## src/rtl/dmem_pkg.sv

```systemverilog
// Shared types for the data-memory port: funct3 size codes, FSM states and
// the alignment helper used when DMEM_MISALIGN_TRAP_EN is defined.
package dmem_pkg;

    localparam int BYTES_PER_WORD = 4;

    typedef enum logic [2:0] {
        MEM_B  = 3'b000,
        MEM_H  = 3'b001,
        MEM_W  = 3'b010,
        MEM_BU = 3'b100,
        MEM_HU = 3'b101
    } mem_op_e;

    typedef enum logic [1:0] {
        IDLE,
        WAIT,
        RESP
    } dmem_state_e;

    // Halfword accesses need addr[0] clear; word accesses need addr[1:0] clear.
    function automatic logic is_misaligned(input logic [2:0] funct3, input logic [1:0] addr_lo);
        logic mis;
        mis = 1'b0;
        if (funct3 == MEM_H || funct3 == MEM_HU)
            mis = addr_lo[0];
        else if (funct3 == MEM_W)
            mis = |addr_lo;
        return mis;
    endfunction

endpackage

```

## src/rtl/dmem_lane_align.sv

```systemverilog
// Combinational lane logic: load extract/extend and store byte-enable/data
// replication; op_ok flags funct3 codes that are legal for the access type.
module dmem_lane_align
    import dmem_pkg::*;
(
    input  logic [2:0]                funct3,
    input  logic                      is_store,
    input  logic [1:0]                addr_lo,
    input  logic [31:0]               mem_word,
    input  logic [31:0]               wdata,
    output logic                      op_ok,
    output logic [31:0]               load_data,
    output logic [BYTES_PER_WORD-1:0] byte_en,
    output logic [31:0]               store_word
);

    logic [7:0]  ld_byte;
    logic [15:0] ld_half;

    assign ld_byte = mem_word[{addr_lo, 3'b000} +: 8];
    assign ld_half = addr_lo[1] ? mem_word[31:16] : mem_word[15:0];

    // NOTE: every output gets a default first so no path through the case infers a latch.
    always_comb begin
        op_ok      = 1'b0;
        load_data  = '0;
        byte_en    = '0;
        store_word = '0;
        if (is_store) begin
            case (funct3)
                MEM_B: begin
                    op_ok      = 1'b1;
                    byte_en    = 4'b0001 << addr_lo;
                    store_word = {4{wdata[7:0]}};
                end
                MEM_H: begin
                    op_ok      = 1'b1;
                    byte_en    = addr_lo[1] ? 4'b1100 : 4'b0011;
                    store_word = {2{wdata[15:0]}};
                end
                MEM_W: begin
                    op_ok      = 1'b1;
                    byte_en    = 4'b1111;
                    store_word = wdata;
                end
                default: op_ok = 1'b0;
            endcase
        end else begin
            case (funct3)
                MEM_B:  begin op_ok = 1'b1; load_data = {{24{ld_byte[7]}}, ld_byte}; end
                MEM_H:  begin op_ok = 1'b1; load_data = {{16{ld_half[15]}}, ld_half}; end
                MEM_W:  begin op_ok = 1'b1; load_data = mem_word; end
                MEM_BU: begin op_ok = 1'b1; load_data = {24'd0, ld_byte}; end
                MEM_HU: begin op_ok = 1'b1; load_data = {16'd0, ld_half}; end
                default: op_ok = 1'b0;
            endcase
        end
    end

endmodule

```

## src/rtl/dmem_port.sv

```systemverilog
// Single-outstanding data-memory port with a fixed response delay.
// Optional macro DMEM_MISALIGN_TRAP_EN turns misaligned halfword/word accesses into errors.
module dmem_port
    import dmem_pkg::*;
#(
    parameter int DEPTH_WORDS = 64,
    parameter int WAIT_CYCLES = 1
) (
    input  logic        clk,
    input  logic        rst_n,
    input  logic        req_valid,
    output logic        req_ready,
    input  logic        req_we,
    input  logic [31:0] req_addr,
    input  logic [31:0] req_wdata,
    input  logic [2:0]  req_mask,
    output logic        resp_valid,
    input  logic        resp_ready,
    output logic [31:0] resp_rdata,
    output logic        resp_err
);

    localparam int         IDX_W     = $clog2(DEPTH_WORDS);
    localparam logic [3:0] WAIT_LAST = (WAIT_CYCLES > 0) ? 4'(WAIT_CYCLES - 1) : 4'd0;

    dmem_state_e state, state_nxt;
    logic [3:0]  wait_cnt;
    logic        we_q;
    logic [31:0] addr_q, wdata_q;
    logic [2:0]  mask_q;

    logic [31:0] mem [DEPTH_WORDS] = '{default: '0};

    logic                      accept, enter_resp;
    logic                      cur_we, cur_err, in_range, misalign, op_ok;
    logic [31:0]               cur_addr, cur_wdata, mem_word, load_data, store_word;
    logic [2:0]                cur_mask;
    logic [IDX_W-1:0]          cur_idx;
    logic [BYTES_PER_WORD-1:0] byte_en;

    assign req_ready  = (state == IDLE) && rst_n;
    assign resp_valid = (state == RESP);
    assign accept     = req_valid && req_ready;

    // In IDLE the live request is decoded (store commit, zero-wait read);
    // afterwards the latched copy drives the read sampled when entering RESP.
    assign cur_we    = (state == IDLE) ? req_we    : we_q;
    assign cur_addr  = (state == IDLE) ? req_addr  : addr_q;
    assign cur_wdata = (state == IDLE) ? req_wdata : wdata_q;
    assign cur_mask  = (state == IDLE) ? req_mask  : mask_q;

    assign in_range = ~|cur_addr[31:IDX_W+2];
    assign cur_idx  = cur_addr[IDX_W+1:2];
    assign mem_word = mem[cur_idx];

`ifdef DMEM_MISALIGN_TRAP_EN
    assign misalign = is_misaligned(cur_mask, cur_addr[1:0]);
`else
    assign misalign = 1'b0;
`endif

    assign cur_err = !op_ok || !in_range || misalign;

    dmem_lane_align u_lane (
        .funct3     (cur_mask),
        .is_store   (cur_we),
        .addr_lo    (cur_addr[1:0]),
        .mem_word   (mem_word),
        .wdata      (cur_wdata),
        .op_ok      (op_ok),
        .load_data  (load_data),
        .byte_en    (byte_en),
        .store_word (store_word)
    );

    always_comb begin
        state_nxt = state;
        case (state)
            IDLE:    if (accept) state_nxt = (WAIT_CYCLES > 0) ? WAIT : RESP;
            WAIT:    if (wait_cnt == WAIT_LAST) state_nxt = RESP;
            RESP:    if (resp_ready) state_nxt = IDLE;
            default: state_nxt = IDLE;
        endcase
    end

    assign enter_resp = (state_nxt == RESP) && (state != RESP);

    // NOTE: sequential state uses non-blocking assignments so every register samples pre-edge values.
    always_ff @(posedge clk) begin
        if (!rst_n) begin
            state      <= IDLE;
            wait_cnt   <= 4'd0;
            resp_rdata <= 32'd0;
            resp_err   <= 1'b0;
        end else begin
            state    <= state_nxt;
            wait_cnt <= (state == WAIT) ? wait_cnt + 4'd1 : 4'd0;
            if (accept) begin
                we_q    <= req_we;
                addr_q  <= req_addr;
                wdata_q <= req_wdata;
                mask_q  <= req_mask;
            end
            if (enter_resp) begin
                resp_rdata <= (cur_err || cur_we) ? 32'd0 : load_data;
                resp_err   <= cur_err;
            end
        end
    end

    // NOTE: the array has no reset; stores committed before a reset must survive it.
    always_ff @(posedge clk) begin
        if (accept && cur_we && !cur_err) begin
            for (int b = 0; b < BYTES_PER_WORD; b++) begin
                if (byte_en[b]) mem[cur_idx][8*b +: 8] <= store_word[8*b +: 8];
            end
        end
    end

endmodule

```

## config.mk

```make
export PLATFORM = sky130hd
export DESIGN_NAME = dmem_port
export DESIGN_NICKNAME = d
export VERILOG_FILES = /design/src/rtl/dmem_pkg.sv /design/src/rtl/dmem_lane_align.sv /design/src/rtl/dmem_port.sv
export SDC_FILE = /design/constraint.sdc
export NUM_CORES = 2
export LEC_CHECK = 0
export ABC_AREA = 0
export BUFFER_PORTS_ARGS = -buffer_cell sky130_fd_sc_hd__buf_2
export CAP_MARGIN = 10
export CORE_MARGIN = 1.5
export CORE_UTILIZATION = 47
export DETAILED_ROUTE_END_ITERATION = 8
export HOLD_SLACK_MARGIN = 0.08
export SLEW_MARGIN = 20
export SYNTH_ARGS = -nofsm -noshare
export SYNTH_HDL_FRONTEND = slang
export SYNTH_HIERARCHICAL = 1
export SYNTH_SLANG_ARGS = --single-unit
```

## constraint.sdc

```tcl
create_clock -name clk -period 6.11 [get_ports clk]
set_input_delay 0.3055 -clock clk [delete_from_list [all_inputs] [get_ports clk]]
set_output_delay 0.3055 -clock clk [all_outputs]
set_load 0.02 [all_outputs]
```

Word level (Yosys, flattened, before mapping)
Memory sizes are Yosys's and may differ from the RTL's. Cells that the tools add are included.

Register bits: 107. Latch bits: 0. Memory bits (writable): 2048. ROM bits: 0. Input port bits: 72. Output and inout bits: 35. Word-level logic and storage cells: 69. Memories: 1.

Memories: mem (words 64, bits a word 32, read ports 1, clocked after Yosys merged registers in 0, wr ports 1, line dmem_port.sv:32) `logic [31:0] mem [DEPTH_WORDS] = '{default: '0};`.

$add $sub $neg: 1. Multipliers: 0. Divide/modulo/power cells: 0. $lt $le $gt $ge: 0. Equality and inequality tests: 8. Shift operators: 2. Mux-type cells: 32. Bitwise operators: 0. Reductions and logical operators: 17.

Operator list (number): $mux 32 (5); $pmux 32 s5 (1); $pmux 32 s3 (1); $shiftx 32x6->8 (1); $reduce_or 24->1 (1); $mux 1 (16); $mux 16 (1); $pmux 4 s3 (1); $mux 4 (2); $eq 3x3->1 const B (2); $mux 2 (3); $pmux 2 s3 (1); $logic_and 1x1->1 (5); $reduce_or 5->1 (1); $add 4x1->4 const B (1); $eq 2x2->1 const B (2); $logic_not 4->1 (1); $reduce_and 2->1 (2); $shl 1x2->4 const A (1); $eq 3x1->1 const B (1); $eq 3x2->1 const B (1); $logic_not 3->1 (1); $mux 3 (1); $reduce_or 3->1 (1); other kinds (5) (7).

Logic depth before layout (Yosys ltp)
Depth after elaboration: 12. Gate-level depth with buffers: 18. Gate-level depth less buffers: 11.

Hierarchy
The synthesis kept the hierarchy.

Modules (own cells, without submodules): dmem_port (instances 1, cells an instance 4448, area an instance 79686.4 um^2, sequential area each 64321.7 um^2); dmem_lane_align (instances 1, cells an instance 229, area an instance 1358.8 um^2, sequential area each 0.0 um^2).

Least setup slack after synthesis
Ideal clock, no wire load.

Kind: reg-to-reg. Start point: register state[1]. End point: memory mem[0][24], data pin. Setup time: 0.548 ns. Arrival: 4.232 ns. Data required time: 5.562 ns. Slack: 1.329 ns. Stages on the path, launching flop included: 13. Path buffers: 6. Period minus slack after synthesis: 4.781 ns. Cell sequence: dfxtp_1 -> buf_6 -> nor2_8 -> buf_1 -> clkbuf_1 -> clkbuf_1 -> nand2_1 -> nand2_1 -> clkbuf_1 -> clkbuf_1 -> nand2_1 -> a21o_1 -> a21oi_1.

Cells in the longest elaborated chain, start to end: 5. Elaborated cells on any way between the ends: 9. Those cells by class: 2 x eq/ne; 5 x mux; 2 x reduce/logical.

RTL lines: start: declaration (line dmem_port.sv:26) `dmem_state_e state, state_nxt;`; start signal: assignment (line dmem_port.sv:96) `state <= state_nxt;`; $logic_not 2->1 * (line dmem_port.sv:50) `assign cur_mask = (state == IDLE) ? req_mask : mask_q;`; $mux 3 * (line dmem_port.sv:50); net cur_mask[1] (line dmem_port.sv:37) `logic [2:0] cur_mask;`; $eq 3x2->1 (tied with other cells) (line dmem_lane_align.sv:30) `case (funct3)`; $pmux 32 s3 * (line dmem_lane_align.sv:30); $mux 32 * (line dmem_lane_align.sv:29) `if (is_store) begin`; net store_word[24] (line dmem_port.sv:36) `logic [31:0] cur_addr, cur_wdata, mem_word, load_data, store_word;`; end: declaration (line dmem_port.sv:32).

The timed path passes the listed nets; every way through them passes the cells marked *.

Worst setup path in the final report
Start point: register state[0]. End point: register resp_rdata[31].

Elaborated cells on any way between the ends: 35. Those cells by class: 8 x eq/ne; 1 x shift; 14 x mux; 11 x reduce/logical; 1 x memory.

RTL lines: $logic_not 2->1 (line dmem_port.sv:48) `assign cur_addr = (state == IDLE) ? req_addr : addr_q;`; $mux 32 (line dmem_port.sv:48); $mem_v2 64x32; net mem_word[23] (line dmem_port.sv:36); $shiftx 32x6->8 (line dmem_lane_align.sv:20) `assign ld_byte = mem_word[{addr_lo, 3'b000} +: 8];`; $pmux 32 s5 (line dmem_lane_align.sv:49) `case (funct3)`; $mux 32 (line dmem_lane_align.sv:29); net load_data[31] (line dmem_port.sv:36); $mux 32 (line dmem_port.sv:105) `resp_rdata <= (cur_err || cur_we) ? 32'd0 : load_data;`; end signal: assignment (line dmem_port.sv:105); end: declaration (line dmem_port.sv:19) `output logic [31:0] resp_rdata,`.

The timed path passes the listed nets, and every way through them passes these cells. A chain may end at the register's enable or synchronous reset.

==> run_results.csv <==
group,metric,value,unit
logic_synthesis,netlist_area,81000,sq um
clocking,cts_sinks,2155,
global_routing,antenna_found_initial,5,
timing,fin_crit_sh,0.912,
place,dp_slack,0.841,ns
timing,max_freq,0.179,GHz
route,ant_nets,0,
logic_synthesis,synth_edf_count,2116,
logic_synthesis,async_flop_share,0,
clocking,clk_path_buf_depth,3,
timing,tightestPinTransition,1.21,ns
floorplanning,die_y,418,microns
clocking,numCtsBuffers,209,
floorplanning,die_area,175000,sq um
route,wl_met1,96.3,mm
timing,finClkSkew,0.0308,ns
global_routing,grt_max_degree,96,
final_layout,nets,5124,
final_layout,seqCellArea,64300,sq um
place,port_buffers,106,
critical_path,worst_path_max_delay_cell,"o21ai_2",
final_layout,fin_cells,7530,
route,top_layer,"met5",
logic_synthesis,synth_top_cell_by_area,"edfxtp_1",
critical_path,crit_arrival,6.32,ns
logic_synthesis,synth_ff_type,"edfxtp_1",
run_status,status,"finished, final reports clean",
clocking,cts_hold_buffers,71,
route,dr.pass1.iters,9,
route,post_drt_wl_per_cell,32.0,microns
critical_path,end_kind,"flop",
global_routing,grt_pass1_wl,341,mm
timing,slew_headroom,0.196,
final_layout,num-fill-cells,13200,
route,viasPerCell,6.48,
logic_synthesis,seq_area_frac_synth,0.794,
floorplanning,num_rows,152,
power_and_ir_drop,power,32.5,mW
logic_synthesis,synth_nets,4751,
timing,final_hold_viol_count,0,
clocking,htreeDepth,4,
place,routabilityCongestion,0.883,
global_routing,gr-usage-all-layers,0.271,
final_layout,final_layout_size_suffix_gt1_frac,0.183,
final_layout,final_core_util,0.547,
critical_path,cp_top_family,"compound AO/OA/AOI/OAI gates",
floorplanning,core,171000,sq um
logic_synthesis,synth_cell_type_count,64,
critical_path,crit_fanout,35,
logic_synthesis,avgSynthCellArea,17.3,sq um
route,first_iter_violations,7837,
final_layout,area_delta_synth_final,15.7,%
power_and_ir_drop,peakVddDrop,0.258,mV
place,placed_cells,7078,
logic_synthesis,synth_warnings,6,
critical_path,cp.required,6.86,ns
clocking,postCtsSetupBuffers,0,
flow_run,max_cap_viol_count,0,
clocking,ctsResizeCount,0,
route,route.met2.wl,109,mm
logic_synthesis,synthTopCellsByArea,"edfxtp_1 78%, a222oi_1 4.7%, nand2_1 1.9%",
timing,grt_setup_unrepaired,"no",
floorplanning,initial_core_util,0.473,
min_path,min_path_type,"input port to flop",
final_layout,multi_input_area,15900,sq um
floorplanning,io_pins,107,
power_and_ir_drop,p_per_area,346,nW/um^2
final_layout,final_common_cell,"edfxtp_1",
clocking,clk_pin_slew_worst_paths,0.06,ns
timing,setup_tns,0,ns
route,wirelength,241,mm
clocking,cts_tree,"yes",
place,hpwlAfterDp,147,mm
floorplanning,die_x,418,microns
power_and_ir_drop,leakagePower,28.9,nW
timing,post-route-min-period,5.57,ns
critical_path,critPathKind,"flop to flop",
route,vias,48800,
route,met3_length,28.5,mm
global_routing,grt_pass1_vias,46500,
clocking,clk_latency,0.88,ns
clocking,root_buffer,"clkbuf_16",
route,drc,0,
final_layout,final_cell_mix,"2,116 x edfxtp_1, 403 x nand2_1, 378 x a222oi_1",
timing,setup_slack,0.535,ns
logic_synthesis,netlist.area_leader.share,0.784,
critical_path,crit_chain,"o21ai_2 > a21boi_4 > buf_12 > buf_4 > mux2_2 > a222oi_1 > a21oi_1 > nor4_1 > nand2_1 > mux2_2 > a222oi_1 > buf_4 > a21oi_1 > a22o_1",
timing,slew_violations,0,
critical_path,crit_path_start_kind,"flop",
logic_synthesis,synth_cells,4677,
critical_path,slowest_delay,0.62,ns
global_routing,grt.overflow.total,0,
critical_path,crit_buf_inv,3,
timing,setup_viol,0,
logic_synthesis,ys_ff_latch,2155,
-- sequential cells by signal, summed over array words and instances, names as in the netlist, 2 cells and up --
| name | cells |
|---|---|
| resp_rdata | 32 |
| wdata_q | 32 |
| wait_cnt | 4 |
| mem | 2048 |
| state | 2 |
| addr_q | 32 |
| mask_q | 3 |
-- cells in the mapped netlist (all sizes together), types with 2 or more instances --
cell type / number
a21o: 17
a21oi: 137
a221oi: 120
a222oi: 378
a22o: 152
a22oi: 62
a311o: 2
a31oi: 180
a32oi: 7
and2: 12
and3: 12
buf: 148
clkbuf: 205
dfxtp: 39
edfxtp: 2116
ha: 2
inv: 7
mux2: 194
mux2i: 9
nand2: 411
nand2b: 16
nand3: 17
nand3b: 5
nand4: 6
nor2: 96
nor2b: 4
nor3: 198
nor3b: 4
nor4: 65
o21ai: 7
o21bai: 2
o22ai: 12
or2: 3
or3: 8
or4: 9
-- metal layers --
| metal | global-route usage | vias to the layer above |
|---|---|---|
| met4 | 0.0846 | 6 |
| met1 | 0.388 | 25000 |
| met5 | 0 | - |
| li1 | - | 20400 |
| met3 | 0.0681 | 382 |
| met2 | 0.410 | 3031 |
-- cell type report --
class | count | area share
Sequential cell | 2155 | 0.686
Clock inverter | 109 | 0.0117
Antenna cell | 2 | 0.0000534
Multi-Input combinational cell | 2162 | 0.170
Inverter | 7 | 0.000280
Timing Repair Buffer | 515 | 0.0428
Tap cell | 2310 | 0.0308
Clock buffer | 270 | 0.0591
-- worst register-to-register path, stage by stage, from the launching register on --
cell and delay, ns:
dfxtp_1 0.49, o21ai_2 0.62, a21boi_4 0.37, buf_12 0.31, buf_4 0.46, mux2_2 0.40
a222oi_1 0.25, a21oi_1 0.15, nor4_1 0.53, nand2_1 0.43, mux2_2 0.43, a222oi_1 0.34
buf_4 0.33, a21oi_1 0.12, a22o_1 0.23
-- worst paths after layout --
check               start        endpoint  slack (ns)  cells past startpoint
max              state[0]  resp_rdata[31]        0.54                     14
min          req_addr[12]      addr_q[12]        0.17                      2
max reg2reg      state[0]  resp_rdata[31]        0.54                     14
min reg2reg   wait_cnt[0]     wait_cnt[0]        0.46                      1
-- logic make-up (layout without fill, tap and decap cells) --
kind of cell	after synthesis	count (layout)	synth area share
compound gates	1085	1085	0.110
other cells	0	2	0
simple gates	870	870	0.0488
buf+inv	360	901	0.0184
flops	2155	2155	0.794
mux	203	203	0.0282
fa+ha+maj	2	2	0.000309
xor+xnor	2	2	0.000216
-- stage by stage --
step,instance area (sq um),hold slack (ns)
CTS,93800,0.124
detailed placement,86400,0.457
floorplan,81000,0.404
global placement,86300,0.444
finish,93800,0.166
global route,93800,0.149
-- power breakdown --
| part | switching [mW] | internal [mW] |
|---|---|---|
| registers | 0.0154 | 16.5 |
| clock network | 5.53 | 7.09 |
| logic | 2.41 | 0.901 |
| total | 7.96 | 24.5 |
Power figures use the tool's default switching activity.
